`src/rtl/sync_fifo.sv`:
```
// Single-clock FIFO of 2**DEPTH words with a registered read port, registered
// status flags and sticky overflow/underflow error flags.
module sync_fifo #(
   parameter int WIDTH = 11,
   parameter int DEPTH = 7
) (
   input  logic             clk,
   input  logic             reset,
   input  logic [WIDTH-1:0] data_in,
   input  logic             push,
   input  logic             pop,
   output logic [WIDTH-1:0] q,
   output logic             q_valid,
   output logic             full,
   output logic             empty,
   output logic [DEPTH:0]   count,
   output logic             overflow,
   output logic             underflow
);

   localparam int CAP = 2 ** DEPTH;

   logic [WIDTH-1:0] r_mem [CAP];
   logic [DEPTH-1:0] r_wr_ptr;
   logic [DEPTH-1:0] r_rd_ptr;
   logic [DEPTH:0]   r_count;
   logic             r_full;
   logic             r_empty;
   logic [WIDTH-1:0] r_q;
   logic             r_q_valid;
   logic             r_overflow;
   logic             r_underflow;
   logic             r_armed;

   logic             w_push_ok;
   logic             w_pop_ok;
   logic [DEPTH:0]   w_count_nxt;

   // r_armed keeps the first edge after reset release from accepting traffic.
   assign w_push_ok = r_armed & push & (~r_full | pop);
   assign w_pop_ok  = r_armed & pop & ~r_empty;

   always_comb begin
      w_count_nxt = r_count;
      case ({w_push_ok, w_pop_ok})
         2'b10:   w_count_nxt = r_count + (DEPTH+1)'(1);
         2'b01:   w_count_nxt = r_count - (DEPTH+1)'(1);
         default: w_count_nxt = r_count;
      endcase
   end

   // Storage is deliberately left out of reset; empty hides stale contents.
   always_ff @(posedge clk) begin
      if (w_push_ok) begin
         r_mem[r_wr_ptr] <= data_in;
      end
   end

   always_ff @(posedge clk or posedge reset) begin
      if (reset) begin
         r_wr_ptr    <= '0;
         r_rd_ptr    <= '0;
         r_count     <= '0;
         r_full      <= 1'b0;
         r_empty     <= 1'b1;
         r_q         <= '0;
         r_q_valid   <= 1'b0;
         r_overflow  <= 1'b0;
         r_underflow <= 1'b0;
         r_armed     <= 1'b0;
      end else begin
         r_armed   <= 1'b1;
         r_q_valid <= w_pop_ok;
         if (w_push_ok) begin
            r_wr_ptr <= r_wr_ptr + DEPTH'(1);
         end
         if (w_pop_ok) begin
            r_rd_ptr <= r_rd_ptr + DEPTH'(1);
            r_q      <= r_mem[r_rd_ptr];
         end
         // Only a count of exactly 2**DEPTH sets the top bit.
         r_count <= w_count_nxt;
         r_full  <= w_count_nxt[DEPTH];
         r_empty <= (w_count_nxt == '0);
         if (r_armed && push && r_full && !pop) begin
            r_overflow <= 1'b1;
         end
         if (r_armed && pop && r_empty) begin
            r_underflow <= 1'b1;
         end
      end
   end

   assign q         = r_q;
   assign q_valid   = r_q_valid;
   assign full      = r_full;
   assign empty     = r_empty;
   assign count     = r_count;
   assign overflow  = r_overflow;
   assign underflow = r_underflow;

endmodule

```
`config.mk`:
```
export PLATFORM = sky130hd
export DESIGN_NAME = sync_fifo
export DESIGN_NICKNAME = d
export VERILOG_FILES = /design/src/rtl/sync_fifo.sv
export SDC_FILE = /design/constraint.sdc
export NUM_CORES = 2
export LEC_CHECK = 0
export CAP_MARGIN = 15
export CORE_MARGIN = 1
export CORE_UTILIZATION = 42
export CTS_BUF_LIST = sky130_fd_sc_hd__clkbuf_16
export CTS_CLUSTER_DIAMETER = 80
export DETAILED_ROUTE_END_ITERATION = 10
export HOLD_SLACK_MARGIN = 0.08
export MAX_ROUTING_LAYER = met4
export PLACE_DENSITY = 0.57
export SYNTH_ARGS = -nofsm -noshare
export SYNTH_HDL_FRONTEND = slang
export SYNTH_SLANG_ARGS = --single-unit
```
`constraint.sdc`:
```
create_clock -name clk -period 2.8 [get_ports clk]
set_input_delay 0.56 -clock clk [delete_from_list [all_inputs] [get_ports clk]]
set_output_delay 0.56 -clock clk [all_outputs]
set_load 0.02 [all_outputs]
```
==> results.cfg <==
[floorplan]
io_pins = 39
die_h_um = 369
dieArea_um2 = 136000
start_util = 0.424
core-area_um2 = 134000
die_x_um = 369
row_count = 134

[synthesis]
seq_area_frac_synth = 0.763
syn_avg_cell_area_um2 = 19.5
synth_fp_nets = 2919
synth-xor-area-share = 0.00309
syn_inst = 2900
synthAdderAreaFrac = 0.000883
synth_top_cell_area_share = 0.746
synth.area.top_cells = edfxtp_1 (75%), mux4_2 (6.6%), mux2i_1 (5.9%), dfrtp_1 (1.6%), a221oi_1 (1.3%)
synth_warnings = 0
synth-seq-cells = 1446
synth-edff-count = 1408
synth-compound-area-share = 0.0536
synth_top_family_by_area = multiplexers
yosys.area.top_type = edfxtp_1
synthMuxAreaShare = 0.135
ys_types = 63
synth_ff_type = edfxtp_1
synthArstFlopShare = 0.0263
synth-simple-area-share = 0.0210
netlist_area_um2 = 56700

[placed_design]
gp_congestion = 0.909
dp.cells = 4965
numPortBuffers = 38
dp_hpwl_um = 89500
place_area_um2 = 62100

[clock_network]
clockBufferDepth = 3
cts.clk_slew.worst_paths_ns = 0.06
cts.htree.levels = 4
clock_latency_ns = 0.78
clock_sinks = 1446
root_buffer = clkbuf_16
cts_tree = done
cts_buffers = 145

[route]
ant_nets = 0
first_pass_iters = 8
drc = 3
finalWirelength_um = 146000
drt-vias-per-instance = 5.70
post_drt_wl_per_cell_um = 27.8
drtIter0Drc = 2839
vias = 29900

[setup_path]
path_cells = buf_12 -> buf_12 -> clkbuf_16 -> mux4_2 -> a211oi_1 -> buf_4 -> a22oi_2 -> buf_4 -> a211oi_4 -> o31ai_2
worst_path_max_delay_cell = mux4_2
slowest_delay_ns = 0.50
endpoint_kind = flip-flop
path_depth = 10
rr_worst_depth = 10
worst_ep_required_time_ns = 3.45
crit_type = flip-flop to flip-flop
worstPathMaxFanout = 5
arrival_ns = 3.46
crit_buf_inv = 5
crit_family = buffers and inverters
start_kind = flip-flop

[sta]
whs_ns = 0.135
tightest_slew_ns = 0.998
fmax_ghz = 0.355
finalSetupViolations = 1
layout_min_cycle_time_ns = 2.81
timing.final.crit_share = 1.00
finalSetupTns_ns = -0.0140
layout_setup_ws_ns = -0.0140
skew_ns = 0.0273
rsz0062_at_grt = yes
maxSlewViolCount = 0
hold_viol = 0
relSlewSlack = 0.335

[grt]
grt_pass1_vias = 30300
gr-total-overflow = 0
grt_start_max_net_pins = 129
antenna_found_initial = 2
track_usage = 0.220
grt_first_pass_wirelength_um = 210000

[power_and_ir_drop]
irDropWorstVdd_mv = 0.660
leakage_nw = 22.8
power_density_nw_per_um2 = 964
total_power_mw = 65.2

[cells_and_area]
fin_cells = 5251
fin_area_um2 = 67700
seqCellArea_um2 = 43200
drive_above_1_share = 0.278
diodes = 0
areaGrowthSynthToFinish_pct = 19.4
multiInputGateArea_um2 = 12700
nets = 3389
fillerInstances = 10700

[outcome]
violations = DRC, setup timing
status = complete, but fails checks

[worst_hold_path]
min_path_cells = 1
hp-class = input port to flip-flop

[job]
timing.max_cap.violations = 0
-- cells in the mapped netlist, types with 47 or more instances --
cell      instances
a21oi_1          50
o21ai_0          79
a211oi_1         53
a221oi_1         84
mux4_2          166
clkbuf_1         69
edfxtp_1       1408
mux2i_1         332
nor2_1          144
o22ai_1          47
nand2_1          60
-- cells by family (layout without fill, tap and decap cells) --
family,after synthesis,count (layout)
fa+ha+maj,4,4
other cells,1,1
xor+xnor,20,20
compound gates,431,431
mux,526,526
flops,1446,1446
simple gates,274,274
buf+inv,198,781
-- per-layer routing --
metal	global-route usage	routed length [um]	vias up	part of all wire
li1	-	-	12900	-
met4	0.0614	3090	0	0.021
met5	-	0	-	0
met3	0.0382	9720	185	0.067
met1	0.291	60600	15800	0.42
met2	0.350	72300	1009	0.50
-- layout make-up --
cell class                      instances  area share
Sequential cell                      1446       0.639
Inverter                               15    0.000832
Tap cell                             1768      0.0327
Clock buffer                          146      0.0540
Timing Repair Buffer                  506      0.0744
Multi-Input combinational cell       1256       0.188
Clock inverter                        114      0.0105
-- per-stage QoR --
step / utilization / worst slack (ns)
2_1_floorplan: - / 0.00929
3_3_place_gp: 0.465 / -0.644
3_5_place_dp: 0.465 / -0.459
4_1_cts: 0.500 / -0.0554
5_1_grt: 0.506 / -0.0314
6_report: 0.506 / -0.0140
-- state kept, by name, indices dropped and copies added (netlist names) --
| register | count |
|---|---|
| count | 8 |
| empty | 1 |
| overflow | 1 |
| q | 11 |
| q_valid | 1 |
| r_armed | 1 |
| r_mem | 1408 |
| r_rd_ptr | 7 |
| r_wr_ptr | 7 |
| underflow | 1 |
-- worst paths after layout --
kind	from	endpoint	slack [ns]
min	data_in[7]	r_mem[74][7]	0.14
max in group asynchronous	reset	q[3]	1.88
max reg2reg	r_rd_ptr[0]	q[1]	-0.01
min in group asynchronous	reset	underflow	0.25
max	r_rd_ptr[0]	q[1]	-0.01
min reg2reg	overflow	overflow	0.48
-- timing repair --
action | CTS | global route
endpoints found under the setup margin | 11 | 12
gates resized for setup | 43 | 129
gates cloned | 4 | 6
hold buffers | 1 | 0
pin swaps | 4 | 30
buffers inserted | 2 | 17
hold endpoints to repair | 4 | 0
-- power breakdown --
group	internal, mW	switching [mW]	total, mW
combinational	10.4	12.5	22.8
sequential	24.1	0.381	24.5
clock	9.94	7.94	17.9
-- layout by cell type (no fill, tap or decap), types with 27 or more instances in the layout --
| cell type | count |
|---|---|
| clkdlybuf4s50_1 | 27 |
| edfxtp_1 | 1408 |
| inv_1 | 50 |
| a221oi_2 | 30 |
| nand2_1 | 59 |
| mux2i_1 | 331 |
| clkinv_1 | 34 |
| a221oi_1 | 52 |
| nor2_1 | 143 |
| o21ai_0 | 60 |
| buf_4 | 384 |
| a211oi_2 | 32 |
| dfrtp_1 | 32 |
| o221ai_1 | 35 |
| o22ai_1 | 47 |
| a21oi_1 | 45 |
| buf_12 | 57 |
| clkbuf_16 | 152 |
| mux4_2 | 170 |
Power figures use the tool's default switching activity.
